## config.mk

```make
export PLATFORM = sky130hd
export DESIGN_NAME = pixel_packet_queue
export DESIGN_NICKNAME = d
export VERILOG_FILES = /design/src/rtl/canvas_pkg.sv /design/src/rtl/pkt_fifo_mem.sv /design/src/rtl/pixel_packet_queue.sv
export SDC_FILE = /design/constraint.sdc
export NUM_CORES = 1
export LEC_CHECK = 0
export ABC_AREA = 1
export CAP_MARGIN = 20
export CELL_PAD_IN_SITES_DETAIL_PLACEMENT = 1
export CELL_PAD_IN_SITES_GLOBAL_PLACEMENT = 1
export CORE_MARGIN = 4
export CORE_UTILIZATION = 47
export CTS_CLUSTER_SIZE = 12
export DETAILED_ROUTE_END_ITERATION = 10
export HOLD_SLACK_MARGIN = 0.06
export PLACE_DENSITY_LB_ADDON = 0.1
export SLEW_MARGIN = 10
export SYNTH_ARGS = -nofsm -noshare
export SYNTH_HDL_FRONTEND = slang
export SYNTH_SLANG_ARGS = --single-unit
```

## constraint.sdc

```tcl
create_clock -name clk -period 3.1 [get_ports clk]
set_input_delay 0.62 -clock clk [delete_from_list [all_inputs] [get_ports clk]]
set_output_delay 0.62 -clock clk [all_outputs]
set_load 0.01 [all_outputs]
```

## src/rtl/canvas_pkg.sv

```systemverilog
// canvas_pkg: types and constants shared across the Tiny Canvas pixel path.
//   COORD_W / COLOR_W : default coordinate and colour widths
//   DROP_CNT_W        : width of the saturating lost-packet counter
//   pixel_pkt_t       : one pixel packet {x, y, color}
//   sat_inc           : increment that sticks at all-ones
package canvas_pkg;

  localparam int unsigned COORD_W    = 8;
  localparam int unsigned COLOR_W    = 3;
  localparam int unsigned DROP_CNT_W = 8;

  typedef struct packed {
    logic [COORD_W-1:0] x;
    logic [COORD_W-1:0] y;
    logic [COLOR_W-1:0] color;
  } pixel_pkt_t;

  function automatic logic [DROP_CNT_W-1:0] sat_inc(input logic [DROP_CNT_W-1:0] v);
    return (v == '1) ? v : v + DROP_CNT_W'(1);
  endfunction

endpackage

```

## src/rtl/pkt_fifo_mem.sv

```systemverilog
// pkt_fifo_mem: DEPTH x PKT_W register array, one synchronous write port and
// one asynchronous read port. Contents are not reset.
//   clk_i   : clock
//   we_i    : write enable
//   waddr_i : write address
//   wdata_i : write data
//   raddr_i : read address
//   rdata_o : combinational read data at raddr_i
module pkt_fifo_mem #(
  parameter int unsigned DEPTH = 8,
  parameter int unsigned PKT_W = 19
) (
  input  logic                     clk_i,
  input  logic                     we_i,
  input  logic [$clog2(DEPTH)-1:0] waddr_i,
  input  logic [PKT_W-1:0]         wdata_i,
  input  logic [$clog2(DEPTH)-1:0] raddr_i,
  output logic [PKT_W-1:0]         rdata_o
);

  logic [PKT_W-1:0] mem_q [DEPTH];

  always_ff @(posedge clk_i) begin
    if (we_i) mem_q[waddr_i] <= wdata_i;
  end

  assign rdata_o = mem_q[raddr_i];

endmodule

```

## src/rtl/pixel_packet_queue.sv

```systemverilog
// pixel_packet_queue: elastic queue of pixel packets between the packet
// generator and the I2C slave. Holds up to DEPTH packets, releases one per
// host pop, with drop-newest or evict-oldest overflow policy.
//   push_valid/push_x/push_y/push_color/push_ready : producer side
//   pop_req/pop_valid/pop_x/pop_y/pop_color         : host side (head shown comb.)
//   count, level_irq                                : occupancy and threshold flag
//   overflow, drop_cnt, clr_overflow                : sticky loss flag, lost-packet count
//   flush                                           : empties the queue
module pixel_packet_queue #(
  parameter int unsigned COORD_W   = canvas_pkg::COORD_W,
  parameter int unsigned COLOR_W   = canvas_pkg::COLOR_W,
  parameter int unsigned DEPTH     = 8,
  parameter int unsigned OVERWRITE = 0,
  parameter int unsigned THRESHOLD = DEPTH / 2
) (
  input  logic                             clk,
  input  logic                             rst,
  input  logic                             push_valid,
  input  logic [COORD_W-1:0]               push_x,
  input  logic [COORD_W-1:0]               push_y,
  input  logic [COLOR_W-1:0]               push_color,
  output logic                             push_ready,
  input  logic                             pop_req,
  output logic                             pop_valid,
  output logic [COORD_W-1:0]               pop_x,
  output logic [COORD_W-1:0]               pop_y,
  output logic [COLOR_W-1:0]               pop_color,
  output logic [$clog2(DEPTH+1)-1:0]       count,
  output logic                             level_irq,
  output logic                             overflow,
  output logic [canvas_pkg::DROP_CNT_W-1:0] drop_cnt,
  input  logic                             clr_overflow,
  input  logic                             flush
);
  import canvas_pkg::*;

  localparam int unsigned AW    = $clog2(DEPTH);
  localparam int unsigned CW    = $clog2(DEPTH + 1);
  localparam int unsigned PKT_W = 2 * COORD_W + COLOR_W;
  localparam logic [CW-1:0] FULL_LVL = CW'(DEPTH);
  localparam logic [CW-1:0] THR_LVL  = CW'(THRESHOLD);

  logic [AW-1:0]         wptr_q, wptr_d, rptr_q, rptr_d;
  logic [CW-1:0]         count_q, count_d;
  logic                  ovf_q, ovf_d, level_q, level_d;
  logic [DROP_CNT_W-1:0] drop_q, drop_d;
  logic                  full, empty, push_do, pop_do, evict, drop;
  logic [PKT_W-1:0]      rdata;

  always_comb begin
    full       = (count_q == FULL_LVL);
    empty      = (count_q == '0);
    push_ready = (OVERWRITE != 0) ? 1'b1 : !full;
    pop_do     = pop_req && !empty && !flush;
    push_do    = push_valid && push_ready && !flush;
    // Evict-oldest only when full and the host is not popping this cycle;
    // a concurrent pop already frees the slot.
    evict      = (OVERWRITE != 0) && push_do && full && !pop_do;
    drop       = push_valid && full && !flush && ((OVERWRITE == 0) || !pop_do);

    wptr_d  = wptr_q;
    rptr_d  = rptr_q;
    count_d = count_q;
    if (flush) begin
      wptr_d  = '0;
      rptr_d  = '0;
      count_d = '0;
    end else begin
      if (push_do)          wptr_d = wptr_q + AW'(1);
      if (pop_do || evict)  rptr_d = rptr_q + AW'(1);
      if (push_do && !pop_do && !evict) count_d = count_q + CW'(1);
      else if (pop_do && !push_do)      count_d = count_q - CW'(1);
    end

    // A drop in the same cycle as a clear restarts the count at one.
    ovf_d  = ovf_q;
    drop_d = drop_q;
    if (drop) begin
      ovf_d  = 1'b1;
      drop_d = clr_overflow ? DROP_CNT_W'(1) : sat_inc(drop_q);
    end else if (clr_overflow) begin
      ovf_d  = 1'b0;
      drop_d = '0;
    end

    level_d = (count_d >= THR_LVL);
  end

  always_ff @(posedge clk or posedge rst) begin
    if (rst) begin
      wptr_q  <= '0;
      rptr_q  <= '0;
      count_q <= '0;
      ovf_q   <= 1'b0;
      drop_q  <= '0;
      level_q <= 1'b0;
    end else begin
      wptr_q  <= wptr_d;
      rptr_q  <= rptr_d;
      count_q <= count_d;
      ovf_q   <= ovf_d;
      drop_q  <= drop_d;
      level_q <= level_d;
    end
  end

  pkt_fifo_mem #(
    .DEPTH (DEPTH),
    .PKT_W (PKT_W)
  ) u_mem (
    .clk_i   (clk),
    .we_i    (push_do),
    .waddr_i (wptr_q),
    .wdata_i ({push_x, push_y, push_color}),
    .raddr_i (rptr_q),
    .rdata_o (rdata)
  );

  // Head is masked while empty so stale or uninitialised array contents
  // never appear on the host side.
  assign {pop_x, pop_y, pop_color} = empty ? '0 : rdata;
  assign pop_valid = !empty;
  assign count     = count_q;
  assign level_irq = level_q;
  assign overflow  = ovf_q;
  assign drop_cnt  = drop_q;

endmodule

```

# Yosys cells after proc, flatten, opt, wreduce, memory -nomap -nowiden
# Memory sizes are Yosys's and may differ from the RTL's.
# Cells that the tools add are included.
# word_totals
ramBits	152
n_memories	1
ff_bits	20
output_inout_bits	35
input_bits	25
word_cells	50
# classes
n_mux	16
magnitude_cmp	1
addsub	5
reduce_logical	18
n_eq_ne	3
# mem_list
name	words	word_bits	read_ports	rd_ports_with_merged_regs	write_ports	line	rtl
u_mem.mem_q	8	19	1	0	1	pkt_fifo_mem.sv:21	logic [PKT_W-1:0] mem_q [DEPTH];
# op_table
operator	n
$mux 8	4
$mux 19	1
$mux 3	4
$mux 4	3
$add 8x1->8 const B	1
$eq 8x8->1 const B	1
$logic_and 1x1->1	8
$add 3x1->3 const B	2
$reduce_bool 2->1	3
$logic_not 1->1	5
$add 4x1->4 const B	1
$eq 4x4->1 const B	1
$ge 4x3->1 const B	1
$logic_not 4->1	1
$mux 1	4
$sub 4x1->4 const B	1
$ne 2x2->1 const B	1
$reduce_and 2->1	1

# Logic depth before layout (Yosys ltp)
# Gate-level depths: netlist of the first run.
# logic_depth
ltp_word	10
mapped_depth	11

# Modules after synthesis
# Synthesis of the first run repeated with hierarchy kept, for this count alone.
# unflattened
cells_unflattened	867
area_unflattened_um2	8080.2
# modules_own_cells
module	area_each_um2	n_inst	seq_area_each_um2	cells_per_inst
pkt_fifo_mem	6697.7	1	4564.4	675
pixel_packet_queue	1382.6	1	500.5	192

# Worst setup path after synthesis of the first run
# OpenSTA, ideal clock, no wires.
# synth_timing
path_kind	register -> register
from	register count_q[0], in the netlist count[0]
to	memory u_mem.mem_q[0][0] (enable)
path_slack_ns	0.629
t_arrival_ns	2.077
path_stages_with_launch	8
path_buffers	0
path_cell_list	dfrtp_1 inv_1 ha_1 nand2_1 nor2_1 nor2_4 nand2_1 nor2_1
# synth_via
elab_chain_cells	6
# synth_lines
element	line	rtl
start, declared	pixel_packet_queue.sv:44	logic [CW-1:0] count_q, count_d;
start signal, assigned	pixel_packet_queue.sv:100	count_q <= count_d;
$eq 4x4->1	pixel_packet_queue.sv:51	full = (count_q == FULL_LVL);
$logic_not 1->1	pixel_packet_queue.sv:53	push_ready = (OVERWRITE != 0) ? 1'b1 : !full;
$logic_and 1x1->1 (2 in a row)	pixel_packet_queue.sv:55	push_do = push_valid && push_ready && !flush;
$mux 1	pkt_fifo_mem.sv:24	if (we_i) mem_q[waddr_i] <= wdata_i;
$mux 1 (not written as such)	pkt_fifo_mem.sv:24	
end, declared	pkt_fifo_mem.sv:21	
# Every way passes these cells.

# Worst setup path after layout of the first run
# layout_timing
from	register rptr_q[0]
to	output pop_x[7]
# layout_via
elab_chain_cells	2
# layout_lines
element	line	rtl
start, declared	pixel_packet_queue.sv:43	logic [AW-1:0] wptr_q, wptr_d, rptr_q, rptr_d;
start signal, assigned	pixel_packet_queue.sv:99	rptr_q <= rptr_d;
$mem_v2 8x19	n/a	
$mux 19	pixel_packet_queue.sv:121	assign {pop_x, pop_y, pop_color} = empty ? '0 : rdata;
end, declared	pixel_packet_queue.sv:25	output logic [COORD_W-1:0] pop_x,
# Every way passes these cells.

==> impl_metrics.ini, run 1 <==
[placement]
dp.cells = 834
gp_congestion = 0.770
io_buffers = 59
dp_hpwl_um = 10600

[synthesis]
ys_seq_area_share_pct = 70.6
synth_cell_types = 29
netlist_instances = 597
syn_area_um2 = 7180
syn-num-nets = 628
ys.flop_type = edfxtp_1
async_flop_share_pct = 11.6
avgSynthCellArea_um2 = 12.0
yosysWarnings = 0
ys_ff_latch = 172
synth_edf_count = 152

[floorplan]
rows = 44
coreArea_um2 = 14800
initial_core_util_pct = 48.6
io_pins = 60
die_h_um = 132
dieArea_um2 = 17300
die_x_um = 132

[cells_and_area]
multi_input_area_um2 = 1900
drive_above_1_share_pct = 11.0
final_nets = 700
syn_to_final_growth_pct = 22.9
fill_cells = 1477
regArea_um2 = 5070
antenna_cells = 0
finalNonFillerCells = 865

[clock_tree]
clock_path_buffers = 2
cts_buffers = 17
numClockSinks = 172
cts_tree = done
cts.clk_slew.worst_paths_ns = 0.06
hold_buffers = 0
insertion_delay_ns = 0.42
htree_levels = 4
cts_root_buf = clkbuf_16

[worst_setup_path]
critPathMaxFanout = 37
crit_path_start_kind = flip-flop
cp_slowest_cell = clkdlybuf4s50_1
cp_num_buf_inv = 2
endpoint_kind = output port
cp_data_arrival_time_ns = 2.38
worstPathCellList = buf_12 > nor2_1 > nor2_1 > o21ai_0 > o21ai_0 > o21ai_0 > nor2_1 > clkdlybuf4s50_1
critPathTopFamily = buffers and inverters
critPathMaxStageDelay_ns = 0.54
critPathRequiredTime_ns = 2.48
critical_path_class = reg -> out

[routing]
drtIter0Drc = 400
drt_wl_total_um = 18300
wl_met1_um = 7760
drtPass1Iterations = 4
antenna_left = 0
top_layer = met4
wl_met3_um = 857
vias = 4870
routedWlPerCell_um = 21.1
drc = 0
wl_met2_um = 9410
vias_per_cell = 5.63

[power]
p_clk_share_pct = 38.0
p_leak_nw = 3.11
pwr-share-seq_pct = 44.4
p_switching_w = 0.00153
combPwrFrac_pct = 17.6
p_per_area_nw_per_um2 = 667
p_int_w = 0.00435
irDropWorstVdd_mv = 0.410
netSwitchingFraction_pct = 26.0

[sta]
tightest_slew_ns = 0.844
tns_ns = 0
slew_headroom_pct = 43.7
report.final.slew_viol_count = 0
finalHoldViolCount = 0
fin_crit_sh_pct = 96.9
period_minus_slack_ns = 3.00
max_freq_ghz = 0.333
setup_viol = 0
skew_ns = 0.00741

[outcome]
status = completed

[global_route]
grt_max_degree = 49
grt_use_total_pct = 21.4
overflow = 0
antenna_found_initial = 0
grt_pass1_vias = 5312
grt_pass1_wl_um = 28600

[min_path]
hold_class = reg -> reg

[flow_run]
cap_violations = 0
-- flip-flops by register name, summed over array words and instances (netlist names) --
| signal | count |
|---|---|
| overflow | 1 |
| rptr_q | 3 |
| level_irq | 1 |
| count | 4 |
| drop_cnt | 8 |
| wptr_q | 3 |
| u_mem.mem_q | 152 |
-- what timing repair did --
item / in CTS / in global routing
buffers inserted: 0 / 0
endpoints found under the setup margin: 18 / 10
gates resized for setup: 3 / 8
-- Yosys cell counts, types with 2 or more instances --
cell type    n  area (um^2)
nand4_1      4         25.0
inv_1       27          101
ha_1         6         75.1
mux2i_1     19          190
nand2_2      5         31.3
edfxtp_1   152         4560
nor2_1     132          495
buf_2       10         50.1
clkbuf_1    13         48.8
inv_2        2         7.51
nand2_1     36          135
o22ai_1     19          119
nand2_4      2         22.5
nand3_1     20          100
nor3_1       3         15.0
o21ai_0    103          515
buf_4        4         30.0
nor2_4       2         22.5
dfrtp_1     20          500
a21oi_1      5         25.0
o21ai_1      5         25.0
-- layout make-up --
cell class                      count  area share (%)
Tap cell                          184            2.61
Sequential cell                   172            57.4
Multi-Input combinational cell    367            21.5
Clock inverter                     13            2.17
Inverter                           30            1.28
Timing Repair Buffer               81            10.1
Clock buffer                       18            4.86
-- logic make-up (layout without fill, tap and decap cells) --
kind of cell / count (synthesis) / in the layout / share of synthesized area (%)
AOI/OAI and AO/OA: 135 / 135 / 9.85
xor gates and xnor gates: 1 / 1 / 0.122
adders and majority gates: 6 / 6 / 1.05
buffers and inverters: 58 / 142 / 3.42
DFF: 172 / 172 / 70.6
muxes: 19 / 19 / 2.65
and+or+nand+nor: 206 / 206 / 12.3
-- layout by cell type, fill, tap and decap left out, types with 2 or more instances in the layout --
cell	Yosys	final
a21oi_1	5	5
buf_12	0	10
buf_4	4	10
bufinv_16	0	4
clkbuf_16	0	17
clkdlybuf4s50_1	0	59
clkinv_1	1	2
clkinv_4	0	4
dfrtp_1	20	18
dfrtp_2	0	2
edfxtp_1	152	152
ha_1	6	6
inv_1	27	26
inv_2	2	3
mux2i_1	19	19
nand2_1	36	36
nand2_2	5	4
nand2_4	2	2
nand3_1	20	20
nand4_1	4	4
nor2_1	132	124
nor2_2	0	8
nor2_4	2	2
nor3_1	3	3
o21ai_0	103	102
o21ai_1	5	6
o22ai_1	19	19
-- layer usage --
metal	vias to the layer above	track usage, %
met2	136	37.7
met1	2441	27.1
met4	0	7.18
met3	20	3.63
met5	-	0
li1	2273	-
-- metrics by stage --
step	instance area, um^2	hold slack, ns	setup WS [ns]	util [%]	power [W]
2_1_floorplan	7180	0.519	0.629	-	0.00321
3_3_place_gp	8160	0.477	0.469	55.3	0.00362
3_5_place_dp	8160	0.491	0.365	55.3	0.00366
4_1_cts	8800	0.510	0.0132	59.6	0.00591
5_1_grt	8820	0.533	-0.0106	59.8	0.00613
6_report	8820	0.506	0.0969	59.8	0.00589
-- worst register-to-register path, cell delays in order (launching register included) --
cell and delay (ns):
dfrtp_1 0.41, inv_1 0.12, ha_1 0.27, nand2_1 0.09
nor2_1 0.07, nor2_4 0.12, nand2_1 0.18, nor2_2 0.21
buf_4 0.32
-- power by group through the flow --
stage / registers, W / logic (W) / clock network [W]
2_1_floorplan: 0.00266 / 0.000552 / 0
3_3_place_gp: 0.00266 / 0.000962 / 0
3_5_place_dp: 0.00266 / 0.000995 / 0
4_1_cts: 0.00261 / 0.00103 / 0.00227
5_1_grt: 0.00262 / 0.00114 / 0.00237
6_report: 0.00262 / 0.00103 / 0.00223
-- final timing paths --
kind                       slack (ns)                     endpoint                   from  cells after the start
setup reg to reg                 1.00  u_mem.mem_q[3][6]$_DFFE_PP_     count[0]$_DFF_PP0_                      8
hold / removal                   0.51         overflow$_DFFE_PP0P_   overflow$_DFFE_PP0P_                      2
max in group asynchronous        1.84        rptr_q[0]$_DFFE_PP0P_                    rst                      2
min in group asynchronous        0.68      drop_cnt[1]$_DFFE_PP0P_                    rst                      2
setup / recovery                  0.1                     pop_x[7]  rptr_q[0]$_DFFE_PP0P_                      8
hold reg to reg                  0.51         overflow$_DFFE_PP0P_   overflow$_DFFE_PP0P_                      2
Power figures use the tool's default switching activity.
==> run 2: changes to the inputs <==
--- a/config.mk
+++ b/config.mk
@@ -9,7 +9,7 @@
 export CAP_MARGIN = 20
 export CELL_PAD_IN_SITES_DETAIL_PLACEMENT = 1
 export CELL_PAD_IN_SITES_GLOBAL_PLACEMENT = 1
-export CORE_MARGIN = 4
+export CORE_MARGIN = 1.5
 export CORE_UTILIZATION = 47
 export CTS_CLUSTER_SIZE = 12
 export DETAILED_ROUTE_END_ITERATION = 10
==> run 2 against run 1 <==
Effect of this change:
- power fell by 2.4%
- via count fell by 0.68%
- first-iteration DRC count fell by 21%
- core utilization fell by 0.19 points
- critical path depth fell by 1
- sequential power barely moved
- critical path type unchanged
- critical endpoint is now pop_x[3]
- largest power group unchanged
- highest routed layer unchanged
==> impl_metrics.ini, run 2 (same netlist as run 1, synthesis figures left out) <==
[outcome]
status = completed

[floorplan]
dieArea_um2 = 16000
rows = 44
io_pins = 60
die_h_um = 127
coreArea_um2 = 14700
initial_core_util_pct = 48.8
die_x_um = 127

[clock_tree]
clock_path_buffers = 2
insertion_delay_ns = 0.43
hold_buffers = 0
htree_levels = 4
cts_root_buf = clkbuf_16
cts.clk_slew.worst_paths_ns = 0.06
cts_buffers = 17
cts_tree = done
numClockSinks = 172

[worst_setup_path]
critPathMaxFanout = 35
cp_slowest_cell = clkdlybuf4s50_1
critical_path_class = reg -> out
cp_num_buf_inv = 3
critPathTopFamily = buffers and inverters
crit_path_start_kind = flip-flop
r2r_slack_ns = 1.03
worstPathCellList = inv_1 > buf_12 > nor2_1 > o21ai_0 > o21ai_0 > nor2_1 > clkdlybuf4s50_1
critPathMaxStageDelay_ns = 0.57
endpoint_kind = output port
critPathRequiredTime_ns = 2.48
cp_data_arrival_time_ns = 2.37

[global_route]
grt_pass1_wl_um = 28000
grt_pass1_vias = 5239
grt_use_total_pct = 23.4
overflow = 0
antenna_found_initial = 0
grt_max_degree = 48

[routing]
drc = 0
routedWlPerCell_um = 20.4
drtPass1Iterations = 5
wl_met3_um = 650
wl_met2_um = 9300
antenna_left = 0
drt_wl_total_um = 17800
wl_met1_um = 7580
vias = 4837
top_layer = met4
vias_per_cell = 5.55
drtIter0Drc = 315

[sta]
setup_viol = 0
period_minus_slack_ns = 2.99
finalHoldViolCount = 0
tightest_slew_ns = 0.836
skew_ns = 0.00535
tns_ns = 0
report.final.slew_viol_count = 0
fin_crit_sh_pct = 96.5
whs_ns = 0.500
slew_headroom_pct = 44.2
max_freq_ghz = 0.334

[cells_and_area]
final_cell_mix = 152 x edfxtp_1, 123 x nor2_1, 102 x o21ai_0
fill_cells = 1496
utilization_pct = 59.6
final_common_cell = edfxtp_1
top_register = u_mem.mem_q
antenna_cells = 0
drive_above_1_share_pct = 11.4
finalNonFillerCells = 871
largest_reg_flops = 152
syn_to_final_growth_pct = 22.1
final_nets = 707

[placement]
dp.cells = 838
dp_hpwl_um = 10700
gp_congestion = 0.823
io_buffers = 59

[flow_run]
cap_violations = 0

[power]
irDropWorstVdd_mv = 0.403
p_per_area_nw_per_um2 = 656
p_leak_nw = 3.12

[min_path]
hold_class = reg -> reg
==> run 2: cell types whose count changed in the layout (fill, tap and decap cells not counted), moves of 3 or more <==
cell,before,now
buf_4,10,22
clkinv_4,4,1
clkbuf_1,1,5
buf_12,10,4
==> run 2: repair_timing <==
action	CTS	global route
resized for setup	3	15
gates cloned	0	1
setup endpoints to repair	18	15
hold endpoints to repair	0	0
setup buffers	0	2
==> run 2: path summary, 6_finish.rpt <==
check / startpoint / endpoint / depth (start not counted)
worst max-delay path: rptr_q[0]$_DFFE_PP0P_ / pop_x[3] / 7
worst min-delay path: overflow$_DFFE_PP0P_ / overflow$_DFFE_PP0P_ / 2
worst max register to register: count[0]$_DFF_PP0_ / u_mem.mem_q[2][3]$_DFFE_PP_ / 8
worst min register to register: overflow$_DFFE_PP0P_ / overflow$_DFFE_PP0P_ / 2
max in group asynchronous: rst / rptr_q[1]$_DFFE_PP0P_ / 2
min in group asynchronous: rst / rptr_q[2]$_DFFE_PP0P_ / 2
==> run 2: metal layers <==
layer | vias to the layer above | GRT usage (%)
met2 | 94 | 40.5
met5 | - | 0
met4 | 0 | 8.38
met1 | 2434 | 29.6
met3 | 24 | 4.47
li1 | 2285 | -
==> run 2: tightest hold or removal path, stage by stage (launching register included) <==
cell and delay [ns]:
dfrtp_1 0.35, nand2_1 0.05, o21ai_0 0.06
==> run 2: per-stage QoR <==
step	setup WS, ns	power [W]	cell area [um^2]
after floorplan	0.629	0.00321	7180
after global placement	0.465	0.00359	8110
after detailed placement	0.338	0.00364	8110
after CTS	-0.0188	0.00573	8680
after global routing	-0.00685	0.00596	8760
final	0.108	0.00575	8760
==> run 2: where the power goes <==
part / switching, W / internal (W)
sequential: 0.0000344 / 0.00258
combinational: 0.000624 / 0.000422
clock: 0.000831 / 0.00125
==> run 2: cell type report <==
cell class,instances,area (um^2),area share [%]
sequential,172,5070,57.9
multi-input combinational,368,1920,21.9
timing repair buffer,87,868,9.91
clock buffer,22,444,5.07
tap,184,230,2.63
clock inverter,8,120,1.37
inverter,30,113,1.29
==> run 3: changes to the inputs <==
--- a/config.mk
+++ b/config.mk
@@ -14,8 +14,9 @@
 export CTS_CLUSTER_SIZE = 12
 export DETAILED_ROUTE_END_ITERATION = 10
 export HOLD_SLACK_MARGIN = 0.06
-export PLACE_DENSITY_LB_ADDON = 0.1
-export SLEW_MARGIN = 10
+export PLACE_DENSITY = 0.83
+export REMOVE_ABC_BUFFERS = 1
+export SLEW_MARGIN = 5
 export SYNTH_ARGS = -nofsm -noshare
 export SYNTH_HDL_FRONTEND = slang
 export SYNTH_SLANG_ARGS = --single-unit
==> run 3 against run 2 <==
Effect of this change:
- combinational power hardly changed
- sequential share of layout area is 0.11 points lower
- via count is 4.3% higher
- core utilization is 0.085 points higher
- register-to-register slack worse by 0.11 ns
- count of clock-buffer cells in the layout is 5 lower
- design area is 0.14% higher
- highest routed layer unchanged
- final cell count is 0.23% lower
- global-route usage is 2.1 points higher
- fmax is 0.55% lower
==> impl_metrics.ini, run 3 (same netlist as run 1, synthesis figures left out) <==
[outcome]
status = completed

[sta]
period_minus_slack_ns = 3.01
tightest_slew_ns = 0.827
grt_setup_unrepaired = yes
skew_ns = 0.00827
setup_viol = 0
fin_crit_sh_pct = 97.0
slew_headroom_pct = 44.8
max_freq_ghz = 0.332
worst_slack_ns = 0.0917
report.final.slew_viol_count = 0
finalHoldViolCount = 0
tns_ns = 0

[clock_tree]
cts_root_buf = clkbuf_16
insertion_delay_ns = 0.43
htree_levels = 4
numClockSinks = 172
cts_buffers = 17
cts_tree = done
cts.clk_slew.worst_paths_ns = 0.06
hold_buffers = 0
clock_path_buffers = 2

[cells_and_area]
fill_cells = 1493
final_nets = 704
top_register = u_mem.mem_q
largest_reg_flops = 152
final_common_cell = edfxtp_1
syn_to_final_growth_pct = 22.3
drive_above_1_share_pct = 11.1
final_cell_mix = 152 x edfxtp_1, 124 x nor2_1, 100 x o21ai_0
antenna_cells = 0
finalNonFillerCells = 869

[global_route]
grt_max_degree = 61
grt_pass1_wl_um = 30700
antenna_found_initial = 1
grt_pass1_vias = 5540
overflow = 0
grt_use_total_pct = 25.5

[worst_setup_path]
crit_path_start_kind = flip-flop
critPathRequiredTime_ns = 2.48
worst-r2r-cell-count = 8
r2r_slack_ns = 0.92
cp_num_buf_inv = 3
setup.worst_path.start = rptr_q[0]$_DFFE_PP0P_
cp_data_arrival_time_ns = 2.39
r2r-end = u_mem.mem_q[0][11]$_DFFE_PP_
critPathMaxStageDelay_ns = 0.49
critPathMaxFanout = 17
cp_slowest_cell = clkdlybuf4s50_1
cp.depth = 9
endpoint = pop_y[0]
worstPathCellList = buf_4 > buf_4 > nor2_1 > nor2_1 > o21ai_0 > o21ai_0 > o21ai_0 > nor2_1 > clkdlybuf4s50_1
critical_path_class = reg -> out
critPathTopFamily = buffers and inverters
endpoint_kind = output port
r2r-start = count[0]$_DFF_PP0_

[placement]
dp.cells = 836
io_buffers = 59
dp_hpwl_um = 11600
place_ws_ns = 0.221
gp_congestion = 0.803

[floorplan]
dieArea_um2 = 16000
die_x_um = 127
initial_core_util_pct = 48.8
rows = 44
io_pins = 60
coreArea_um2 = 14700
die_h_um = 127

[power]
p_switching_w = 0.00153
pwr-share-seq_pct = 44.6
combPwrFrac_pct = 17.8
netSwitchingFraction_pct = 26.1
irDropWorstVdd_mv = 0.431
p_int_w = 0.00433
p_per_area_nw_per_um2 = 668
p_total_w = 0.00586
p_clk_share_pct = 37.6
p_leak_nw = 3.13

[routing]
drtIter0Drc = 389
drtPass1Iterations = 5
vias = 5046
routedWlPerCell_um = 22.0
drc = 0
antenna_left = 0
drt_wl_total_um = 19100
vias_per_cell = 5.81

[flow_run]
cap_violations = 0

[min_path]
hold_class = reg -> reg
## run 3: cell count changes in the layout (fill, tap and decap cells not counted), moves of 2 or more
cell	change
o21ai_0	-2
buf_4	-2
clkbuf_1	-5
o21ai_1	+2
clkinv_1	+3
## run 3: final cells by class
class                      count  area, um^2  area share (%)
clock inverter                14         178            2.03
tap                          184         230            2.62
inverter                      30         113            1.28
timing repair buffer          85         861            9.81
multi-input combinational    367        1900            21.6
sequential                   172        5070            57.8
clock buffer                  17         425            4.85
## run 3: layer usage
layer	up-vias	share of wire (%)	track usage [%]
met5	-	0	0
met4	0	2.1	9.20
met3	33	4.4	5.15
met2	139	53	45.0
met1	2589	41	31.2
li1	2285	-	-
## run 3: worst min path at each step
stage | start | to | slack (ns) | depth (start not counted)
6_report | overflow$_DFFE_PP0P_ | overflow$_DFFE_PP0P_ | 0.51 | 2
3_5_place_dp | overflow$_DFFE_PP0P_ | overflow$_DFFE_PP0P_ | 0.48 | 2
5_1_grt | overflow$_DFFE_PP0P_ | overflow$_DFFE_PP0P_ | 0.56 | 2
4_1_cts | overflow$_DFFE_PP0P_ | overflow$_DFFE_PP0P_ | 0.51 | 2
2_1_floorplan | overflow$_DFFE_PP0P_ | overflow$_DFFE_PP0P_ | 0.52 | 2
3_3_place_gp | overflow$_DFFE_PP0P_ | overflow$_DFFE_PP0P_ | 0.49 | 2
## run 3: power by group through the flow
| stage | combinational, W | sequential, W | clock [W] |
|---|---|---|---|
| after floorplan | 0.000462 | 0.00272 | 0 |
| after global placement | 0.000920 | 0.00267 | 0 |
| after detailed placement | 0.000973 | 0.00267 | 0 |
| after CTS | 0.00102 | 0.00261 | 0.00223 |
| after global routing | 0.00114 | 0.00262 | 0.00230 |
| final | 0.00104 | 0.00262 | 0.00220 |
## run 3: per-stage QoR
stage	instance area, um^2	utilization, %	hold slack [ns]
2_1_floorplan	7040	-	0.519
3_3_place_gp	8100	55.1	0.486
3_5_place_dp	8100	55.1	0.481
4_1_cts	8730	59.4	0.510
5_1_grt	8770	59.7	0.556
6_report	8770	59.7	0.511
## run 3: repair_timing
| item | CTS | global route |
|---|---|---|
| gates resized for setup | 4 | 11 |
| setup buffers | 2 | 0 |
| setup endpoints to repair | 19 | 13 |
| hold endpoints to repair | 0 | 0 |
## run 3: worst reg2reg max path: stages (launching register included)
cell and delay (ns):
dfrtp_1 0.42, inv_1 0.12, ha_1 0.26, nand2_1 0.08, nor2_1 0.06, nor2_4 0.22
nand2_1 0.23, nor2_2 0.16, buf_4 0.30
